===== src/rtl/ctr_seq_ctrl.sv =====
// ctr_seq_ctrl: command-driven sequencer for a WIDTH-bit up/down counter
// with terminal-count pulse, one-shot or auto-reload, pause and stop.
module ctr_seq_ctrl #(
    parameter int WIDTH = 4
) (
    input  logic             clk,
    input  logic             clear_n,
    input  logic             cmd_valid,
    output logic             cmd_ready,
    input  logic [1:0]       cmd_op,
    input  logic [WIDTH-1:0] cfg_limit,
    input  logic             cfg_down,
    input  logic             cfg_auto,
    input  logic             cnt_en,
    output logic [WIDTH-1:0] count,
    output logic             tc,
    output logic             busy,
    output logic             done
);
    typedef enum logic [2:0] {IDLE, LOAD, RUN, PAUSE, DONE} state_t;

    state_t           state_q, state_d;
    logic [WIDTH-1:0] count_q, count_d, limit_q, limit_d;
    logic             down_q, down_d, auto_q, auto_d, tc_q, tc_d;
    logic             is_start, is_pause, is_stop;
    logic [WIDTH-1:0] start_val, term_val;

    assign cmd_ready = state_q != LOAD;
    assign is_start  = cmd_valid & cmd_ready & (cmd_op == 2'b01);
    assign is_pause  = cmd_valid & cmd_ready & (cmd_op == 2'b10);
    assign is_stop   = cmd_valid & cmd_ready & (cmd_op == 2'b11);
    assign start_val = down_q ? limit_q : '0;
    assign term_val  = down_q ? '0 : limit_q;

    always_comb begin
        state_d = state_q;
        count_d = count_q;
        limit_d = limit_q;
        down_d  = down_q;
        auto_d  = auto_q;
        tc_d    = 1'b0;
        case (state_q)
            IDLE: begin
                count_d = '0;
                if (is_start) begin
                    {limit_d, down_d, auto_d} = {cfg_limit, cfg_down, cfg_auto};
                    state_d = LOAD;
                end
            end
            LOAD: begin
                count_d = start_val;
                state_d = RUN;
            end
            RUN: begin
                // Accepted STOP/PAUSE take priority over a same-cycle tick
                if (is_stop) begin
                    state_d = IDLE;
                    count_d = '0;
                end else if (is_pause) begin
                    state_d = PAUSE;
                end else if (cnt_en) begin
                    if (count_q == term_val) begin
                        tc_d    = 1'b1;
                        count_d = auto_q ? start_val : count_q;
                        state_d = auto_q ? RUN : DONE;
                    end else begin
                        count_d = down_q ? count_q - WIDTH'(1) : count_q + WIDTH'(1);
                    end
                end
            end
            PAUSE: begin
                if (is_stop) begin
                    state_d = IDLE;
                    count_d = '0;
                end else if (is_pause) begin
                    state_d = RUN;
                end
            end
            DONE: begin
                if (is_stop) begin
                    state_d = IDLE;
                    count_d = '0;
                end else if (is_start) begin
                    {limit_d, down_d, auto_d} = {cfg_limit, cfg_down, cfg_auto};
                    state_d = LOAD;
                end
            end
            default: begin
                state_d = IDLE;
                count_d = '0;
            end
        endcase
    end

    always_ff @(posedge clk or negedge clear_n) begin
        if (!clear_n) begin
            state_q <= IDLE;
            count_q <= '0;
            limit_q <= '0;
            down_q  <= 1'b0;
            auto_q  <= 1'b0;
            tc_q    <= 1'b0;
        end else begin
            state_q <= state_d;
            count_q <= count_d;
            limit_q <= limit_d;
            down_q  <= down_d;
            auto_q  <= auto_d;
            tc_q    <= tc_d;
        end
    end

    assign count = count_q;
    assign tc    = tc_q;
    assign busy  = (state_q == LOAD) || (state_q == RUN) || (state_q == PAUSE);
    assign done  = state_q == DONE;
endmodule


===== config.mk =====
export PLATFORM = sky130hd
export DESIGN_NAME = ctr_seq_ctrl
export DESIGN_NICKNAME = d
export VERILOG_FILES = /design/src/rtl/ctr_seq_ctrl.sv
export SDC_FILE = /design/constraint.sdc
export NUM_CORES = 1
export LEC_CHECK = 0
export CAP_MARGIN = 20
export CORE_ASPECT_RATIO = 0.75
export CORE_MARGIN = 5
export CORE_UTILIZATION = 30
export CTS_CLUSTER_SIZE = 10
export DETAILED_ROUTE_END_ITERATION = 8
export GPL_ROUTABILITY_DRIVEN = 0
export PLACE_DENSITY = 0.56
export SETUP_SLACK_MARGIN = 0.2
export SLEW_MARGIN = 20
export SYNTH_ARGS = -nofsm -noshare
export SYNTH_HDL_FRONTEND = slang
export SYNTH_SLANG_ARGS = --single-unit

===== constraint.sdc =====
create_clock -name clk -period 5.23 [get_ports clk]
set_input_delay 0.7845 -clock clk [delete_from_list [all_inputs] [get_ports clk]]
set_output_delay 0.7845 -clock clk [all_outputs]
set_load 0.005 [all_outputs]

* Yosys cells after proc, flatten, opt, wreduce, memory -nomap -nowiden
Index checks and enable logic that the tools add are counted.
** Operators by class
- Add/sub/neg operators :: 2
- Eq/ne operators :: 17
- Mux-type cells :: 34
- Bitwise operators :: 4
- Reduce and logical (&&, ||, !) cells :: 8
** Operators by type and width (count)
- $mux W4 :: 11
- $mux W3 :: 9
- $pmux W3 S5 :: 1
- $ne A4 B4 Y1 const B :: 3
- $pmux W4 S3 :: 1
- $mux W1 :: 9
- $ne A3 B3 Y1 const B :: 3
- $pmux W4 S2 :: 1
- $eq A3 B2 Y1 const B :: 2
- $add A4 B1 Y4 const B :: 1
- $and A1 B1 Y1 :: 4
- $eq A2 B2 Y1 const B :: 2
- $eq A4 B4 Y1 :: 1
- $pmux W1 S2 :: 2
- $reduce_and A4 Y1 :: 1
- $sub A4 B1 Y4 const B :: 1
- $eq A3 B1 Y1 const B :: 1
- $eq A3 B3 Y1 const B :: 1
- $logic_not A3 Y1 :: 1
- $ne A3 B1 Y1 const B :: 1
- $reduce_and A3 Y1 :: 1
- $eq A2 B1 Y1 const B :: 1
- $logic_or A1 B1 Y1 :: 2
- $ne A2 B1 Y1 const B :: 1
- other kinds (4) :: 4
** Word-level totals
- Register bits :: 14
- Bits of input ports :: 12
- Output and inout port bits :: 8
- Word-level logic and storage cells :: 71

* Longest topological paths before layout
- Word-level depth :: 7
- Gate-level depth with buffers :: 6
- Depth with buffers taken out :: 6

* Worst setup path after synthesis
No wires, ideal clock.
- Path type :: input-to-reg
- From :: input port cmd_op[0]
- To :: register count_q[0] (netlist: count[0])
- Library setup time :: 125 ps
- Arrival :: 1843 ps
- Required time :: 5105 ps
- Path slack :: 3262 ps
- Stages on the path :: 5
- Buffers on the path :: 0
- Cells stage by stage :: and3_1 nor4_2 o221ai_2 and2_4 mux2_4
** On the way
- Word-level cells in the longest chain between the ends :: 4
- Elaborated cells between the ends (all ways) :: 11
- Those cells by class :: 6 x eq/ne; 2 x mux; 2 x bitwise; 1 x reduce/logical
** RTL lines
- start: declaration :: line 10 : input logic [1:0] cmd_op,
- $eq A2 B2 Y1, on equally long branches :: line 31, 30
- $and A1 B1 Y1, on equally long branches :: line 31, 30
- $ne A4 B4 Y1 (no line) (tied with other cells)
- $reduce_and A4 Y1 (no line) / $pmux W4 S3 (equally long branches)
- end signal: assignment :: line 105 : count_q <= count_d;
- end: declaration :: line 23 : logic [WIDTH-1:0] count_q, count_d, limit_q, limit_d;
Parallel ways exist; a longest one is shown, timed or not.
A chain may end at the register's enable or synchronous reset.

* Worst setup path after layout
- From :: register state_q[0]
- To :: output port done
** On the way
- Word-level cells in the longest chain between the ends :: 1
** RTL lines
- start: declaration :: line 22 : state_t state_q, state_d;
- start signal: assignment :: line 104 : state_q <= state_d;
- $eq A3 B3 Y1 :: line 116 : assign done = state_q == DONE;
- end: declaration :: line 18 : output logic done
No other way between the ends.

==> results.yml <==
status:
  outcome: "finished clean"
synthesis:
  synth.net_count: 121
  syn_inst: 106
  synth.distinct_cells: 44
  synth.cell_area_mm2: 0.001081
  yosysMostFrequentCell: "dfrtp_1"
  synthFlopType: "dfrtp_1"
  netlist_top_cells_count: "14 x dfrtp_1, 11 x nand2_1, 6 x a21oi_1, 6 x mux2_2"
  ys_ff_latch: 14
  ys_warn_count: 0
  async_reset_ff_share_pct: 100.0
  synth_top_area_share_pct: 32.41
  synth_edf_count: 0
  yosysSeqAreaShare_pct: 32.41
  synth_top_cell_by_area: "dfrtp_1"
  synthTopCellsByArea: "dfrtp_1 32%, mux2_2 6.2%, nand2_1 3.8%"
  avgSynthCellArea_um2: 10.20
floorplan:
  start_util_pct: 32.00
  io_pins: 20
  die-area_mm2: 0.004916
  core-area_mm2: 0.003378
  rows: 18
  die_w_um: 79.32
  die_h_um: 61.99
hold_path:
  min_path_cells: 1
  worstHoldPathType: "register to register"
flow_run:
  cap_violations: 0
sta:
  hold_viol_final: 0
  holdWs_ps: 569.9
  fin_crit_ps: 2436
  tns_ps: 0
  max_freq_ghz: 0.4106
  worst_pin_slew_ps: 745.8
  maxSlewViolCount: 0
  finalSetupViolations: 0
  rsz0062_at_grt: "no"
  clock_skew_ps: 6.377
  period_share_pct: 46.57
  relSlewSlack_pct: 49.87
clock_tree:
  numCtsBuffers: 3
  worstSkewPairLatency_ps: 250
  cts_num_sinks: 14
  holdBufCountCts: 0
  clockBufferDepth: 2
  postCtsSetupBuffers: 0
  cts_tree: "done"
  clk_pin_slew_ps: 70
  ctsHtreeMaxLevel: 1
  ctsResizeCount: 0
  root_buffer: "clkbuf_8"
drt:
  wire_per_inst_um: 15.76
  routed_wl_um: 2616
  ant_nets: 0
  drtIter0Drc: 78
  dr_total_vias: 898
  dr.pass1.iters: 4
  via_per_inst: 5.410
  drc: 0
place:
  io_buffer_count: 19
  dpl_cell_area_mm2: 0.001297
  dp_hpwl_um: 2058
global_route:
  grt_pass1_wl_um: 4333
  grt_antenna_before_repair: 0
  track_usage_pct: 11.45
  grt_pass1_vias: 848
  overflow: 0
  grt_max_degree: 17
worst_setup_path:
  cp_max_fo: 10
  crit_arrival_ps: 1650
  required_ps: 4450
  start_kind: "register"
  end_kind: "output port"
  rr_worst_depth: 5
  timing_worst_setup_path_type: "register to output port"
  r2r_slack_ps: 3230
finish:
  antennaDiodeCount: 0
  fin_area_mm2: 0.001353
  layout.nets: 142
  drive_gt1_share_pct: 19.05
  num-fill-cells: 345
  syn2layout_area_growth_pct: 25.12
  utilization_pct: 40.04
power_and_ir_drop:
  power_per_cell_area_mw_per_mm2: 604.8
  ir_worst_vdd_uv: 215.0
  p_leak_nw: 0.5470
cells in the final DEF, fill, tap and decap left out, types with 2 or more instances in the layout:
cell and n:
dfrtp_1 14, nor3_1 3, a21o_1 2, o22ai_2 2, mux2_4 2, nand2_1 11
o21ba_1 2, nand3_1 4, nand3b_1 2, nand4bb_1 2, nor3_2 2, and2_1 2
xor2_1 4, inv_1 2, nor4_2 2, ha_1 2, nor2_1 4, mux2_2 6
clkbuf_8 4, and3_1 3, o21ai_0 3, clkdlybuf4s50_1 19, a31oi_1 2, a21oi_1 6
nor3b_1 3
flip-flops by register name, summed over array words and instances (netlist names):
| name | flops |
|---|---|
| tc | 1 |
| down_q | 1 |
| count | 4 |
| state_q | 3 |
| limit_q | 4 |
| auto_q | 1 |
cell families (layout without fill, tap and decap cells):
kind of cell               Yosys count  in the layout  synth area share (%)
AOI/OAI and AO/OA                   28             28                 22.11
xor gates and xnor gates             4              4                 3.240
and+or+nand+nor                     43             43                 25.23
adders and majority gates            3              3                 4.166
buffers and inverters                5             25                 2.894
muxes                                9              9                 9.953
DFF                                 14             14                 32.41
through the flow:
stage / power, W / worst slack (ps) / std cells
6_report: 0.0008180 / 2794 / 166
5_1_grt: 0.0008856 / 2680 / 166
4_1_cts: 0.0008279 / 2789 / 166
3_3_place_gp: 0.0007073 / 2652 / 162
2_1_floorplan: 0.0005886 / 3262 / 106
3_5_place_dp: 0.0007175 / 2574 / 162
final cells by class:
cell class	count	area, um2	share of cell area (%)
multi-input combinational	87	699.4	51.71
tap	40	50.05	3.700
timing repair buffer	19	190.2	14.06
sequential	14	350.3	25.90
clock buffer	4	55.05	4.070
inverter	2	7.507	0.5550
metal layers:
layer	part of all wire (%)	vias up	wire length (um)	global-route usage (%)
met5	0	-	0	0
li1	-	441	-	-
met3	6.2	4	163	3.314
met1	49	426	1293	16.12
met4	1.2	0	31	2.206
met2	43	27	1127	17.75
critical path: stages (launching register included):
cell,delay (ps)
dfrtp_1,500
nor2_1,170
and2_1,210
clkdlybuf4s50_1,520
path summary, 6_finish.rpt:
kind                                         from                     end
max reg2reg                    down_q$_DFFE_PN0P_    count[1]$_DFFE_PN0P_
min reg2reg                    auto_q$_DFFE_PN0P_      auto_q$_DFFE_PN0P_
max in group asynchronous                 clear_n    count[1]$_DFFE_PN0P_
min in group asynchronous                 clear_n  limit_q[3]$_DFFE_PN0P_
max                        state_q[0]$_DFFE_PN0P_                    done
min                            auto_q$_DFFE_PN0P_      auto_q$_DFFE_PN0P_
report_power, final:
part / switching [W] / total, W / internal [W]
Clock: 0.0000416 / 0.000108 / 0.0000667
Sequential: 0.000105 / 0.000262 / 0.000156
Combinational: 0.000197 / 0.000448 / 0.000251
Note: power is estimated with default switching activity, not from simulation.
